File: src/rtl/fmap_write_address_ctrl.sv
// fmap_write_address_ctrl: row-major write address/enable/data generator for the output feature map.
// Optional ReLU on write when FMAP_WRITE_RELU_EN is defined.
module fmap_write_address_ctrl #(
   parameter int counterWidth = 10,
   parameter int addrWidth    = 10,
   parameter int dataWidth    = 16,
   parameter int n_c          = 26,
   parameter int n_r          = 26
) (
   input  logic                    clk,
   input  logic                    rst,
   input  logic                    start,
   input  logic                    in_valid,
   input  logic [dataWidth-1:0]    in_data,
   output logic                    in_ready,
   output logic                    we,
   output logic [addrWidth-1:0]    waddr,
   output logic [dataWidth-1:0]    wdata,
   output logic [counterWidth-1:0] i,
   output logic [counterWidth-1:0] j,
   output logic                    busy,
   output logic                    done
);
   localparam logic [1:0] IDLE = 2'd0;
   localparam logic [1:0] RUN  = 2'd1;
   localparam logic [1:0] LAST = 2'd2;
   localparam logic [1:0] DONE = 2'd3;

   logic [1:0]           state;
   logic [addrWidth-1:0] acc;
   logic [dataWidth-1:0] wval;
   logic                 accept, last_col, last_row;

   assign in_ready = state == RUN;
   assign busy     = state != IDLE;
   assign done     = state == DONE;
   assign accept   = in_valid & in_ready;
   assign last_col = j == counterWidth'(n_c - 1);
   assign last_row = i == counterWidth'(n_r - 1);
`ifdef FMAP_WRITE_RELU_EN
   assign wval = in_data[dataWidth-1] ? '0 : in_data;
`else
   assign wval = in_data;
`endif

   // acc tracks i*n_c + j incrementally, so no multiplier is needed
   always_ff @(posedge clk or negedge rst) begin
      if (!rst) begin
         state <= IDLE;
         acc   <= '0;
         i     <= '0;
         j     <= '0;
         we    <= 1'b0;
         waddr <= '0;
         wdata <= '0;
      end else begin
         we <= accept;
         unique case (state)
            IDLE: if (start) begin
               state <= RUN;
               acc   <= '0;
               i     <= '0;
               j     <= '0;
            end
            RUN: if (accept) begin
               waddr <= acc;
               wdata <= wval;
               acc   <= acc + addrWidth'(1);
               j     <= last_col ? '0 : j + counterWidth'(1);
               if (last_col) i <= last_row ? '0 : i + counterWidth'(1);
               if (last_col && last_row) state <= LAST;
            end
            LAST: state <= DONE;
            default: state <= IDLE;
         endcase
      end
   end
endmodule

File: config.mk
export PLATFORM = sky130hd
export DESIGN_NAME = fmap_write_address_ctrl
export DESIGN_NICKNAME = d
export VERILOG_FILES = /design/src/rtl/fmap_write_address_ctrl.sv
export SDC_FILE = /design/constraint.sdc
export NUM_CORES = 1
export LEC_CHECK = 0
export BUFFER_PORTS_ARGS = -buffer_cell sky130_fd_sc_hd__buf_2
export CAP_MARGIN = 0
export CORE_UTILIZATION = 34
export CTS_CLUSTER_DIAMETER = 150
export DETAILED_ROUTE_END_ITERATION = 10
export PLACE_DENSITY = 0.57
export SLEW_MARGIN = 15
export SYNTH_ARGS = -nofsm -noshare
export SYNTH_HDL_FRONTEND = slang
export SYNTH_SLANG_ARGS = --single-unit
File: constraint.sdc
create_clock -name clk -period 1.9 [get_ports clk]
set_input_delay 0.095 -clock clk [delete_from_list [all_inputs] [get_ports clk]]
set_output_delay 0.095 -clock clk [all_outputs]
set_load 0.02 [all_outputs]
==> key figures <==
Setup path
  • Worst path bufs/invs: 2
  • CP Capture Type: flip-flop
  • Crit-path leading delay family: compound AO/OA/AOI/OAI gates
  • Crit path DAT: around 2.1 ns
  • R2R depth: 7
  • Worst endpoint required time: 2.12 ns
  • Crit path largest cell delay: 0.42 ns
  • Slowest CP cell: o41ai_4
  • Flop2flop setup slack: 0.06 ns
  • Crit-path cells: inv_1 -> ha_2 -> nand4b_1 -> o41ai_4 -> nor4b_4 -> buf_6 -> a221o_1
  • Crit. path cell count: 7
  • Setup CP Type: reg2reg
  • Worst-path fanout max: 10
  • Crit start category: flip-flop

Layout
  • Diode count: 0
  • Layout Cells excl Fill: ~500
  • Nets: approximately 420
  • Layout cells sized above 1: 45.9%
  • Final Util: between 50% and 60%
  • Fillers: between 700 and 800
  • P&R area growth vs syn: 39.7%

Timing
  • Tcrit/Tclk final: 97.0%
  • Slack of the critical path: between 0.05 and 0.06 ns
  • Final setup viols: 0
  • Fin crit period: about 1.8 ns
  • Worst-Margin Slew: between 0.4 and 0.5 ns
  • Slew margin rel.: between 70% and 80%
  • FMAX: 0.542 GHz
  • Slew Viols, Final: 0
  • RSZ-0062 raised after global routing: yes
  • Fin. Hold Viols: 0
  • Hold WS: about 0.15 ns
  • Clock Skew: approximately 0.0066 ns

Yosys
  • Mapped Nets: ~290
  • #FFs+latches synth: 59
  • Synth warnings: 0
  • Mapped Area: 2990 um^2
  • EDFF count, synth: 0
  • Synth area leader: dfrtp_1
  • Most common cell in the netlist: dfrtp_1
  • Synth top cells by count: dfrtp_1, mux2_2, nand2_1
  • Syn Inst Count: 262
  • Ys flop type: dfrtp_1
  • Yosys top cell area share: a little under 50%
  • Yosys cell types: 48
  • Ys async rst share: 100%
  • Synth top area cells: dfrtp_1, mux2_2, ha_1
  • Mean post-synth cell area: between 10 and 15 um^2
  • Post-synthesis sequential area ratio: about half

Clock tree
  • CTS sink cnt: 59
  • H-tree Lvls: 3
  • CTS root buf: clkbuf_8
  • Total CTS buffers: 9
  • Clock Latency Late Sink: between 0.3 and 0.4 ns
  • CTS tree: done
  • Clock Pin Slew Worst Setup and Hold Paths: around 0.07 ns
  • Clock buffer depth: 2

Pwr
  • PwrDens: around 1100 nW/um^2
  • Total power: around 4400 uW
  • LEAKAGE: approximately 0.0020 uW
  • VDD IR max: roughly 0.00046 V

Global route
  • Global-route wire length before repair: roughly 11 mm
  • Vias in the first global route: 2396
  • GRT overflow: 0
  • Total global-route track usage: 16.6%
  • Pin count of the biggest net entering global routing: 29
  • Initial antenna violation count: 0

Detailed routing
  • Vias: 2564
  • DRT iter0 DRCs: 70
  • Detailed Route WL: 7.03 mm
  • Post-route ant nets: 0
  • Vias per cell: roughly 5.1
  • WL/cell: 14.0 um
  • Number of remaining DRC errors: 0
  • DRT Pass-1 Iters: 4

Floorplanning
  • Ports: 70
  • Cell Rows: 33
  • Initial Util: approximately 36%
  • Core Box Area: between 8000 and 9000 um^2
  • Full die area: around 9000 um^2
  • Die Ht: between 90 and 100 um
  • Die X: 95.7 um

Place
  • Placed cells: approximately 470
  • IO Port Bufs: a little under 70
  • Post-DP HPWL: between 5 and 6 mm
  • Placer Congestion: around 0.80
  • DP Worst Slack: -0.0516 ns

Run
  • Max_cap viols: 0

Worst hold path
  • Hold depth: 3
  • Hold Crit Class: in2reg

Outcome
  • Status: completed
[registers in the layout, summed over array words and instances, names as in the netlist]
name   count
we         1
i         10
j         10
state      2
wdata     16
waddr     10
acc       10
[tightest hold or removal path: cells and delay by family]
family / cells / cell delay, ns
AOI/OAI and AO/OA: 1 / 0.09
buffers and inverters: 1 / 0.17
and+or+nand+nor: 1 / 0.08
[cell families after synthesis]
| kind of cell | Yosys count | synth area share [%] |
|---|---|---|
| buf+inv | 16 | 2.26 |
| fa+ha+maj | 9 | 3.77 |
| simple gates | 96 | 19.0 |
| compound gates | 43 | 11.4 |
| flops | 59 | 49.4 |
| mux | 34 | 12.6 |
| xor+xnor | 5 | 1.47 |
[worst paths after layout]
kind	start	endpoint
min in group asynchronous	rst	i[0]$_DFFE_PN0P_
setup / recovery	i[1]$_DFFE_PN0P_	i[7]$_DFFE_PN0P_
hold / removal	in_valid	acc[0]$_DFFE_PN0P_
hold reg to reg	waddr[1]$_DFFE_PN0P_	waddr[1]$_DFFE_PN0P_
setup reg to reg	i[1]$_DFFE_PN0P_	i[7]$_DFFE_PN0P_
max in group asynchronous	rst	j[0]$_DFFE_PN0P_
[where the power goes]
group / internal, uW / switching, uW
Sequential: 1540 / 216
Clock: 599 / 521
Combinational: 715 / 833
[placed cells by master (no fill, tap or decap), types with 3 or more instances in the layout]
| master | n |
|---|---|
| a221o_1 | 4 |
| nor3_1 | 4 |
| a22o_1 | 11 |
| or2_2 | 3 |
| o21ai_0 | 10 |
| nor2b_1 | 4 |
| buf_4 | 41 |
| mux2_2 | 28 |
| ha_2 | 3 |
| o211ai_1 | 5 |
| and3_1 | 9 |
| nor2_1 | 13 |
| nand2_1 | 18 |
| buf_2 | 69 |
| dlygate4sd3_1 | 17 |
| nand4_1 | 8 |
| mux2i_1 | 5 |
| ha_1 | 6 |
| nor4_1 | 7 |
| clkinv_2 | 3 |
| a21oi_1 | 3 |
| inv_1 | 7 |
| xnor2_1 | 4 |
| nand3_1 | 7 |
| clkbuf_8 | 9 |
| dfrtp_1 | 58 |
[area by class of cell]
class	instances	area (um^2)	area share, %
Multi-Input combinational cell	187	1490	35.8
Sequential cell	59	1480	35.4
Timing Repair Buffer	129	846	20.3
Tap cell	105	131	3.15
Clock buffer	9	124	2.97
Clock inverter	7	68.8	1.65
Inverter	8	30.0	0.720
[per-stage QoR]
step                cell area [um^2]  TNS [ns]
global placement                3740         0
finish                          4170         0
global route                    4170    -0.252
CTS                             4130         0
floorplan                       3000         0
detailed placement              3740   -0.0946
[per-layer routing]
metal | GRT usage [%] | wire (um) | up-vias
met1 | 21.9 | 3220 | 1252
li1 | - | - | 1240
met5 | 0 | 0 | -
met4 | 7.71 | 142 | 0
met2 | 25.7 | 3350 | 60
met3 | 3.95 | 320 | 12
[repair_timing]
item / in CTS / in global routing
resized for setup: 5 / 9
setup buffers: 0 / 2
hold buffers: 17 / 0
endpoints found under the setup margin: 7 / 25
endpoints found under the hold margin: 33 / 0
pin swaps: 1 / 10
Note: power is estimated with default switching activity, not from simulation.
